<file path="src/rtl/ipv4_rx_parser.sv">
// IPv4 receive parser: validates a 20-byte IPv4 header, presents its fields, forwards the payload.
// Optional header checksum verification when IPV4_CSUM_CHECK_EN is defined.
module ipv4_rx_parser #(
  parameter int unsigned IP_FILTER = 0,
  parameter logic [31:0] LOCAL_IP  = 32'hC0A8_0164
) (
  input  logic        clk,
  input  logic        rst_n,
  input  logic        header_valid,
  output logic        header_rd,
  input  logic [47:0] dest_mac,
  input  logic [47:0] src_mac,
  input  logic [15:0] ethertype,
  input  logic [7:0]  s_axis_tdata,
  input  logic        s_axis_tvalid,
  input  logic        s_axis_tlast,
  output logic        s_axis_tready,
  output logic        ip_hdr_valid,
  input  logic        ip_hdr_ready,
  output logic [47:0] ip_src_mac,
  output logic [31:0] ip_src_addr,
  output logic [31:0] ip_dst_addr,
  output logic [7:0]  ip_protocol,
  output logic [15:0] ip_payload_len,
  output logic [7:0]  m_axis_tdata,
  output logic        m_axis_tvalid,
  output logic        m_axis_tlast,
  output logic        m_axis_tuser,
  input  logic        m_axis_tready,
  output logic [15:0] drop_count
);

  typedef enum logic [2:0] {S_IDLE, S_HDR, S_HOLD, S_PAYLOAD, S_DROP} state_t;

  state_t      state, state_nx;
  logic [4:0]  byte_cnt;
  logic [7:0]  vihl;
  logic [15:0] tot_len;
  logic [15:0] remaining;
  logic        drop_inc;
  logic        s_hs;
  logic [31:0] dst_full;
  logic        hdr_bad;
  logic        csum_bad;
  logic        unused_dest_mac;

  assign unused_dest_mac = ^dest_mac;
  assign s_hs            = s_axis_tvalid && s_axis_tready;
  // Byte 19 is still on the bus when the header is judged
  assign dst_full        = {ip_dst_addr[23:0], s_axis_tdata};
  assign ip_hdr_valid    = (state == S_HOLD);

`ifdef IPV4_CSUM_CHECK_EN
  logic [15:0] csum;
  logic [7:0]  csum_hi;
  logic [16:0] csum_sum;
  logic [15:0] csum_next;

  assign csum_sum  = {1'b0, csum} + {1'b0, csum_hi, s_axis_tdata};
  assign csum_next = csum_sum[15:0] + {15'd0, csum_sum[16]};
  assign csum_bad  = (csum_next != 16'hFFFF);
`else
  assign csum_bad  = 1'b0;
`endif

  assign hdr_bad = (vihl != 8'h45) || (tot_len < 16'd20) ||
                   ((IP_FILTER == 1) && (dst_full != LOCAL_IP)) || csum_bad;

  always_ff @(posedge clk or negedge rst_n) begin
    if (!rst_n) state <= S_IDLE;
    else        state <= state_nx;
  end

  always_comb begin
    state_nx      = state;
    s_axis_tready = 1'b0;
    m_axis_tdata  = '0;
    m_axis_tvalid = 1'b0;
    m_axis_tlast  = 1'b0;
    m_axis_tuser  = 1'b0;
    drop_inc      = 1'b0;
    case (state)
      S_IDLE: begin
        if (header_valid) begin
          if (ethertype == 16'h0800) begin
            state_nx = S_HDR;
          end else begin
            state_nx = S_DROP;
            drop_inc = 1'b1;
          end
        end
      end
      S_HDR: begin
        s_axis_tready = 1'b1;
        if (s_axis_tvalid) begin
          if (s_axis_tlast) begin
            state_nx = S_IDLE;
            drop_inc = 1'b1;
          end else if (byte_cnt == 5'd19) begin
            state_nx = hdr_bad ? S_DROP : S_HOLD;
            drop_inc = hdr_bad;
          end
        end
      end
      S_HOLD: begin
        if (ip_hdr_ready)
          state_nx = (ip_payload_len == 16'd0) ? S_DROP : S_PAYLOAD;
      end
      S_PAYLOAD: begin
        s_axis_tready = m_axis_tready;
        m_axis_tdata  = s_axis_tdata;
        m_axis_tvalid = s_axis_tvalid;
        if (s_axis_tvalid) begin
          if (remaining == 16'd1) begin
            m_axis_tlast = 1'b1;
          end else if (s_axis_tlast) begin
            m_axis_tlast = 1'b1;
            m_axis_tuser = 1'b1;
          end
        end
        if (s_axis_tvalid && m_axis_tready) begin
          if (remaining == 16'd1)
            state_nx = s_axis_tlast ? S_IDLE : S_DROP;
          else if (s_axis_tlast)
            state_nx = S_IDLE;
        end
      end
      S_DROP: begin
        s_axis_tready = 1'b1;
        if (s_axis_tvalid && s_axis_tlast) state_nx = S_IDLE;
      end
      default: state_nx = S_IDLE;
    endcase
  end

  always_ff @(posedge clk or negedge rst_n) begin
    if (!rst_n) begin
      header_rd      <= 1'b0;
      ip_src_mac     <= '0;
      ip_src_addr    <= '0;
      ip_dst_addr    <= '0;
      ip_protocol    <= '0;
      ip_payload_len <= '0;
      drop_count     <= '0;
      byte_cnt       <= '0;
      vihl           <= '0;
      tot_len        <= '0;
      remaining      <= '0;
`ifdef IPV4_CSUM_CHECK_EN
      csum           <= '0;
      csum_hi        <= '0;
`endif
    end else begin
      header_rd <= (state == S_IDLE) && header_valid;
      if (drop_inc && (drop_count != 16'hFFFF)) drop_count <= drop_count + 16'd1;
      if (state == S_IDLE) begin
        byte_cnt <= '0;
`ifdef IPV4_CSUM_CHECK_EN
        csum     <= '0;
`endif
        if (header_valid) ip_src_mac <= src_mac;
      end
      if ((state == S_HDR) && s_hs) begin
        byte_cnt <= byte_cnt + 5'd1;
        case (byte_cnt)
          5'd0:  vihl          <= s_axis_tdata;
          5'd2:  tot_len[15:8] <= s_axis_tdata;
          5'd3:  tot_len[7:0]  <= s_axis_tdata;
          5'd9:  ip_protocol   <= s_axis_tdata;
          5'd12, 5'd13, 5'd14, 5'd15:
                 ip_src_addr   <= {ip_src_addr[23:0], s_axis_tdata};
          5'd16, 5'd17, 5'd18, 5'd19:
                 ip_dst_addr   <= {ip_dst_addr[23:0], s_axis_tdata};
          default: ;
        endcase
        if (byte_cnt == 5'd19) ip_payload_len <= tot_len - 16'd20;
`ifdef IPV4_CSUM_CHECK_EN
        if (!byte_cnt[0]) csum_hi <= s_axis_tdata;
        else              csum    <= csum_next;
`endif
      end
      if ((state == S_HOLD) && (state_nx == S_PAYLOAD)) remaining <= ip_payload_len;
      if ((state == S_PAYLOAD) && s_hs) remaining <= remaining - 16'd1;
    end
  end

endmodule

</file>
<file path="config.mk">
export PLATFORM = sky130hd
export DESIGN_NAME = ipv4_rx_parser
export DESIGN_NICKNAME = d
export VERILOG_FILES = /design/src/rtl/ipv4_rx_parser.sv
export SDC_FILE = /design/constraint.sdc
export NUM_CORES = 1
export LEC_CHECK = 0
export ABC_AREA = 1
export CAP_MARGIN = 5
export CORE_UTILIZATION = 40
export CTS_BUF_LIST = sky130_fd_sc_hd__clkbuf_2
export CTS_CLUSTER_SIZE = 14
export DETAILED_ROUTE_END_ITERATION = 8
export PLACE_DENSITY_LB_ADDON = 0.25
export SETUP_SLACK_MARGIN = 0.05
export SLEW_MARGIN = 20
export SYNTH_ARGS = -nofsm -noshare
export SYNTH_HDL_FRONTEND = slang
export SYNTH_SLANG_ARGS = --single-unit
</file>
<file path="constraint.sdc">
create_clock -name clk -period 2.3 [get_ports clk]
set_input_delay 0.46 -clock clk [delete_from_list [all_inputs] [get_ports clk]]
set_output_delay 0.46 -clock clk [all_outputs]
set_load 0.02 [all_outputs]
</file>
==> results of run 1 <==
-- final cells by class --
type                            count  share of cell area (%)
Inverter                           98                    2.93
Sequential cell                   201                    39.9
Timing Repair Buffer              307                    22.6
Antenna cell                        1                  0.0198
Multi-Input combinational cell    727                    28.2
Tap cell                          280                    2.77
Clock inverter                     10                   0.377
Clock buffer                       83                    3.29
-- metal layers --
layer  up-vias  global-route usage [%]
met5         -                       0
met4         0                    7.43
met3        32                    5.50
met2       194                    34.4
met1      3712                    26.0
li1       4073                       -
-- state kept, by name, indices dropped and copies added (netlist names) --
| register | flops |
|---|---|
| header_rd | 1 |
| ip_src_addr | 32 |
| ip_protocol | 8 |
| ip_src_mac | 48 |
| remaining | 16 |
| byte_cnt | 5 |
| state | 3 |
| drop_count | 16 |
| ip_payload_len | 16 |
| vihl | 8 |
| tot_len | 16 |
| ip_dst_addr | 32 |
-- cell usage after synthesis, types with 2 or more instances --
cell / count / area [um2]
clkbuf_1: 17 / 63.8
nand2_1: 345 / 1290
nand4_1: 9 / 56.3
nor2_4: 2 / 22.5
a22oi_1: 2 / 15.0
nand3_1: 67 / 335
xor2_1: 19 / 166
nor2_1: 85 / 319
o21ai_1: 67 / 335
buf_1: 3 / 11.3
a31oi_1: 4 / 25.0
buf_2: 16 / 80.1
mux2_1: 8 / 90.1
nor4_1: 4 / 25.0
dfrtp_1: 201 / 5030
ha_1: 9 / 113
inv_1: 87 / 327
inv_2: 10 / 37.5
o211ai_1: 6 / 45.0
a21oi_1: 22 / 110
nand3b_1: 3 / 22.5
o21ai_0: 43 / 215
xnor2_1: 6 / 52.6
nor2_2: 6 / 37.5
nor3_1: 8 / 40.0
-- cell families (layout without fill, tap and decap cells) --
group / after synthesis / in the layout / synth area share (%)
flip-flops: 201 / 201 / 55.9
other: 0 / 1 / 0
adder cells (fa/ha/maj): 9 / 9 / 1.25
multiplexers: 8 / 8 / 1.00
XOR/XNOR: 25 / 25 / 2.43
buffers and inverters: 136 / 498 / 6.02
AO/OA/AOI/OAI: 148 / 148 / 8.61
AND/OR/NAND/NOR: 537 / 537 / 24.7
-- power by group through the flow --
stage / combinational [mW] / clock (mW) / sequential, mW
2_1_floorplan: 0.660 / 0 / 4.79
3_3_place_gp: 2.44 / 0 / 4.30
3_5_place_dp: 2.47 / 0 / 4.31
4_1_cts: 2.22 / 2.53 / 4.24
5_1_grt: 2.44 / 2.71 / 4.30
6_report: 2.23 / 2.41 / 4.24
-- critical path, stage by stage (launching register included) --
cell and delay [ps]:
dfrtp_1 390, nor2_2 140, inv_2 60, nor2_2 90, nand2_1 70, nor2_2 120, nand3_2 150, a21boi_2 160
buf_4 150
-- what timing repair did --
action                     in CTS  in global routing
pin swaps                       2                  5
setup buffers                   2                  6
resized for setup             231                 43
hold endpoints to repair       59                  0
gates cloned                    0                  1
setup endpoints to repair     166                 27
hold buffers                    1                  0
-- per-stage QoR --
stage          utilization (%)  worst slack, ps  TNS, ps  total power [mW]  area (um2)
6_report                  57.5             -250     -489              8.87       12600
4_1_cts                   56.5             -425    -1600              8.99       12400
2_1_floorplan                -              312        0              5.45        8990
3_3_place_gp              55.1            -88.3     -109              6.75       12100
3_5_place_dp              55.1             -164     -242              6.78       12100
5_1_grt                   57.5             -441    -2030              9.45       12600
-- final timing paths --
check / from / slack [ps] / to
setup / recovery: remaining[11] / -250 / m_axis_tlast
hold / removal: rst_n / 190 / ip_src_addr[15]
setup reg to reg: tot_len[2] / 330 / drop_count[0]
hold reg to reg: ip_src_mac[36] / 480 / ip_src_mac[36]
max in group asynchronous: rst_n / 1360 / ip_src_mac[36]
min in group clk: src_mac[40] / 190 / ip_src_mac[40]
==> tab_implementation.tex, run 1 <==
\begin{tabular}{lr}
\hline
Metric & Value \\
\hline
\multicolumn{2}{l}{\textbf{Run status}} \\
\quad Status & finished with violations \\
\quad Violations in the final reports & design-rule violations, negative setup slack \\
\multicolumn{2}{l}{\textbf{Final layout}} \\
\quad Most common cell after layout, fill and taps aside & nand2\_1 \\
\quad Seq. cell area & 0.00503 mm2 \\
\quad Multi-input gate area & 0.00356 mm2 \\
\quad Area Overhead vs Synth & 40.4\% \\
\quad Final instance count without filler cells & 1707 \\
\quad Number of fillers in the final layout & 2061 \\
\quad Top library cells by usage in the layout, fill and taps aside & nand2\_1 (342), dfrtp\_1 (199), dlygate4sd2\_1 (153) \\
\quad Share of final-layout standard cells stronger than drive strength 1 & 14.9\% \\
\quad Number of nets in the layout & 1525 \\
\multicolumn{2}{l}{\textbf{Critical path}} \\
\quad R2r worst-path depth & 15 \\
\quad Required arrival time at the worst endpoint & 1840 ps \\
\quad Largest driver fanout on the critical path & 3 \\
\quad Arrival time worst endpoint & 2090 ps \\
\quad Critical Path Start Type & register \\
\quad Kind of end point of the critical path & output port \\
\quad Kind of critical path & reg2out \\
\multicolumn{2}{l}{\textbf{GRT}} \\
\quad GRT Total Usage & 20.7\% \\
\quad Wire length of the first global-routing pass & 39.1 mm \\
\quad Number of antenna violations at the first check in global routing & 1 \\
\quad Maximum number of pins on one net before global-route repair & 65 \\
\quad Via count of the first global-routing pass & 7908 \\
\quad GR Overflow Total & 0 \\
\multicolumn{2}{l}{\textbf{Power and ir drop}} \\
\quad Switching Fraction & 34.6\% \\
\quad Sequential group share of total power & 47.8\% \\
\quad Pwr per Cell Area & 703 mW/mm2 \\
\quad Part of the total power dissipated in combinational logic & 25.1\% \\
\quad Leakage power of the design & 6.72 nW \\
\quad Worst voltage drop across the vdd grid & 0.461 mV \\
\quad Power dissipated by switching net loads & 3.07 mW \\
\quad Cell-internal power & 5.80 mW \\
\quad Clock network fraction of design power & 27.2\% \\
\multicolumn{2}{l}{\textbf{Clocking}} \\
\quad CTS HTree Levels & 2 \\
\quad Clk pin slew, worst setup/hold paths & 100 ps \\
\quad Clock root cell & clkbuf\_2 \\
\quad Maximum buffer depth of the clock tree & 3 \\
\quad Number of clock buffers inserted by TritonCTS & 54 \\
\quad Worst skew pair latency & 810 ps \\
\quad Sinks on Clock Net & 201 \\
\quad CTS tree & done \\
\multicolumn{2}{l}{\textbf{Detailed routing}} \\
\quad Avg WL per Cell & 14.0 um \\
\quad Initial DRT Pass Iterations & 7 \\
\quad Vias & 8011 \\
\quad Post-detailed-routing wire length & 23.9 mm \\
\quad Routed length on met2 & 11.6 mm \\
\quad Detailed-route wire length on metal 1 & 10.5 mm \\
\quad Post-route DRC & 12 \\
\quad Met3 routed WL & 1.45 mm \\
\quad Post-route antenna net violation count & 0 \\
\quad Vias per std cell & 4.69 \\
\quad Iter 0 DRT Violations & 383 \\
\quad Highest metal layer with signal wires & met4 \\
\multicolumn{2}{l}{\textbf{STA}} \\
\quad Setup repair after global routing missed its margin & true \\
\quad Final hold violation count & 0 \\
\quad Final setup slack of the worst path & -250 ps \\
\quad Max-slew violation total from the final report & 0 \\
\quad Highest Clock Rate & 392 MHz \\
\quad Maximum clock skew at final layout & 54.4 ps \\
\quad Tightest slew margin relative to the limit & 64.1\% \\
\quad Period utilization & 111\% \\
\quad Final worst path period need & 2550 ps \\
\quad Worst Max-Slew Pin Slew & 539 ps \\
\quad Worst Hold Slack & 188 ps \\
\quad Total of endpoints with negative setup slack in the final report & 2 \\
\multicolumn{2}{l}{\textbf{Floorplan}} \\
\quad Top-level port count & 293 \\
\quad Floorplan Core Area & 0.0220 mm2 \\
\quad Standard-cell rows & 54 \\
\quad Chip Height & 152 um \\
\quad Effective utilization at floorplan & 41.0\% \\
\quad Die footprint & 0.0231 mm2 \\
\quad Die width & 152 um \\
\multicolumn{2}{l}{\textbf{Placement}} \\
\quad Final weighted congestion of routability-driven global placement & 0.874 \\
\quad Detail Placement HPWL & 16.7 mm \\
\quad Count of port buffers added during placement & 244 \\
\quad Cell total after placement & 1603 \\
\multicolumn{2}{l}{\textbf{Logic synthesis}} \\
\quad Mean instance size in the synthesized netlist & 8.45 um2 \\
\quad Most used DFF post-synth & dfrtp\_1 \\
\quad Number of enable flip-flop cells after synthesis & 0 \\
\quad Count of different cell masters after synthesis & 40 \\
\quad Cell area after synthesis & 0.00899 mm2 \\
\quad Net count of the mapped netlist & 1200 \\
\quad Synth Register Bits & 201 \\
\quad Post-synth ARST share & 100\% \\
\quad Register area share after synthesis & 55.9\% \\
\quad Yosys Warn Count & 0 \\
\quad Number of cells produced by synthesis & 1064 \\
\multicolumn{2}{l}{\textbf{Worst hold path}} \\
\quad Worst min path class & in2async \\
\multicolumn{2}{l}{\textbf{Flow run}} \\
\quad Max-Cap Viols & 0 \\
\hline
\end{tabular}
Note: power is estimated with default switching activity, not from simulation.
==> run 2: changes to the inputs <==
Settings changed: CORE_MARGIN from default to 2.
==> tab_implementation.tex, run 2 (synthesis gave the netlist of run 1 again) <==
\begin{tabular}{lr}
\hline
Metric & Value \\
\hline
\multicolumn{2}{l}{\textbf{Run status}} \\
\quad Status & finished with violations \\
\quad Violations in the final reports & negative setup slack \\
\multicolumn{2}{l}{\textbf{Final layout}} \\
\quad Share of final-layout standard cells stronger than drive strength 1 & 15.0\% \\
\quad Register ranked first by flip-flop count & ip\_src\_mac \\
\quad Number of nets in the layout & 1529 \\
\quad Final core utilization & 57.7\% \\
\quad Flip-flop count of the largest register, all copies and words added & 48 \\
\quad Top library cells by usage in the layout, fill and taps aside & nand2\_1 (343), dfrtp\_1 (200), dlygate4sd2\_1 (153) \\
\quad Area Overhead vs Synth & 41.0\% \\
\quad Final standard cell area without fillers & 0.0127 mm2 \\
\quad Largest registers & ip\_src\_mac (48), ip\_dst\_addr (32), ip\_src\_addr (32) \\
\quad Final instance count without filler cells & 1713 \\
\quad Most common cell after layout, fill and taps aside & nand2\_1 \\
\multicolumn{2}{l}{\textbf{STA}} \\
\quad Final setup slack of the worst path & -265 ps \\
\quad Worst Hold Slack & 125 ps \\
\quad Worst Max-Slew Pin Slew & 491 ps \\
\quad Maximum clock skew at final layout & 70.2 ps \\
\quad Final hold violation count & 0 \\
\quad Tightest slew margin relative to the limit & 67.0\% \\
\quad Highest Clock Rate & 390 MHz \\
\quad Total of endpoints with negative setup slack in the final report & 7 \\
\quad Period utilization & 112\% \\
\quad Setup repair after global routing missed its margin & true \\
\quad Max-slew violation total from the final report & 0 \\
\quad Final worst path period need & 2560 ps \\
\quad Sum of negative setup slack & -840 ps \\
\multicolumn{2}{l}{\textbf{Critical path}} \\
\quad Critical Path Start Type & register \\
\quad WP buf/inv & 3 \\
\quad Kind of critical path & reg2out \\
\quad Largest driver fanout on the critical path & 3 \\
\quad Arrival time worst endpoint & 2100 ps \\
\quad Required arrival time at the worst endpoint & 1840 ps \\
\quad Kind of end point of the critical path & output port \\
\quad Maximum cell stage delay along the critical path & 400 ps \\
\quad Slowest library cell on the worst path & dfrtp\_1 \\
\quad Cell-by-cell listing of the critical path & inv\_2 > nand2\_4 > nor2\_4 > nand2\_1 > nor2\_2 > nand3\_2 > nand4\_1 > inv\_1 > buf\_6 \\
\quad Delay-heaviest family, CP & simple AND/OR/NAND/NOR gates \\
\multicolumn{2}{l}{\textbf{Detailed routing}} \\
\quad Post-route antenna net violation count & 0 \\
\quad Avg WL per Cell & 14.3 um \\
\quad Post-route DRC & 0 \\
\quad Post-detailed-routing wire length & 24.4 mm \\
\quad Initial DRT Pass Iterations & 5 \\
\quad Vias per std cell & 4.71 \\
\quad Iter 0 DRT Violations & 408 \\
\quad Vias & 8070 \\
\multicolumn{2}{l}{\textbf{Power and ir drop}} \\
\quad Leakage power of the design & 6.74 nW \\
\quad Pwr per Cell Area & 703 mW/mm2 \\
\quad Overall Power & 8.91 mW \\
\quad Worst voltage drop across the vdd grid & 0.431 mV \\
\multicolumn{2}{l}{\textbf{GRT}} \\
\quad Maximum number of pins on one net before global-route repair & 65 \\
\quad Number of antenna violations at the first check in global routing & 1 \\
\quad Wire length of the first global-routing pass & 39.7 mm \\
\quad GR Overflow Total & 0 \\
\quad GRT Total Usage & 20.5\% \\
\quad Via count of the first global-routing pass & 7954 \\
\multicolumn{2}{l}{\textbf{Flow run}} \\
\quad Max-Cap Viols & 0 \\
\multicolumn{2}{l}{\textbf{Clocking}} \\
\quad Sinks on Clock Net & 201 \\
\quad Clock root cell & clkbuf\_2 \\
\quad Worst skew pair latency & 810 ps \\
\quad Clk pin slew, worst setup/hold paths & 100 ps \\
\quad CTS HTree Levels & 2 \\
\quad Number of clock buffers inserted by TritonCTS & 55 \\
\quad Maximum buffer depth of the clock tree & 3 \\
\quad CTS tree & done \\
\multicolumn{2}{l}{\textbf{Placement}} \\
\quad Pre-CTS worst setup slack & -128 ps \\
\quad Placed cell areas & 0.0121 mm2 \\
\quad Detail Placement HPWL & 16.9 mm \\
\quad Final weighted congestion of routability-driven global placement & 0.845 \\
\quad Cell total after placement & 1600 \\
\quad Count of port buffers added during placement & 244 \\
\multicolumn{2}{l}{\textbf{Floorplan}} \\
\quad Floorplan Core Area & 0.0220 mm2 \\
\quad Die width & 154 um \\
\quad Chip Height & 154 um \\
\quad Die footprint & 0.0237 mm2 \\
\quad Standard-cell rows & 54 \\
\quad Effective utilization at floorplan & 41.0\% \\
\quad Top-level port count & 293 \\
\multicolumn{2}{l}{\textbf{Worst hold path}} \\
\quad Worst min path class & in2async \\
\hline
\end{tabular}
run 2: changes by cell type in the layout (fill, tap and decap cells not counted), sizes merged:
cell and change:
buf +4, clkinv +2
run 2: area by class of cell:
type	count	area [um2]
fillers	2051	9280
flip-flops and latches	201	5030
inverters	98	370
clock buffers	84	420
clock inverters	12	48.8
multi-input cells	727	3560
diodes	1	2.50
repair buffers	310	2890
well taps	280	350
run 2: report_power, final:
part / internal (mW) / total, mW / switching, mW
registers: 3.96 / 4.24 / 0.277
logic: 0.887 / 2.24 / 1.36
clock network: 0.959 / 2.43 / 1.47
total: 5.81 / 8.91 / 3.10
run 2: timing repair:
| item | 4_1_cts | 5_1_grt |
|---|---|---|
| setup endpoints to repair | 166 | 28 |
| resized for setup | 265 | 19 |
| gates cloned | 1 | 0 |
| pin swaps | 4 | 9 |
| endpoints found under the hold margin | 201 | 0 |
| setup buffers | 8 | 6 |
| hold buffers | 1 | 0 |
run 2: worst paths after layout:
| kind | startpoint | end | slack [ps] | cells past startpoint |
|---|---|---|---|---|
| hold reg to reg | ip_src_mac[36] | ip_src_mac[36] | 480 | 2 |
| hold / removal | rst_n | ip_src_addr[17] | 130 | 2 |
| max in group asynchronous | rst_n | ip_src_mac[35] | 1460 | 3 |
| min in group clk | src_mac[11] | ip_src_mac[11] | 190 | 3 |
| setup reg to reg | tot_len[2] | drop_count[8] | 300 | 15 |
| setup / recovery | remaining[5] | m_axis_tuser | -260 | 9 |
run 2: per-layer routing:
| layer | global-route usage (%) | vias to the layer above | routed length [um] |
|---|---|---|---|
| met4 | 8.59 | 0 | 720 |
| met1 | 25.1 | 3686 | 10500 |
| met2 | 34.3 | 230 | 11800 |
| met5 | 0 | - | 0 |
| li1 | - | 4102 | - |
| met3 | 5.44 | 52 | 1430 |
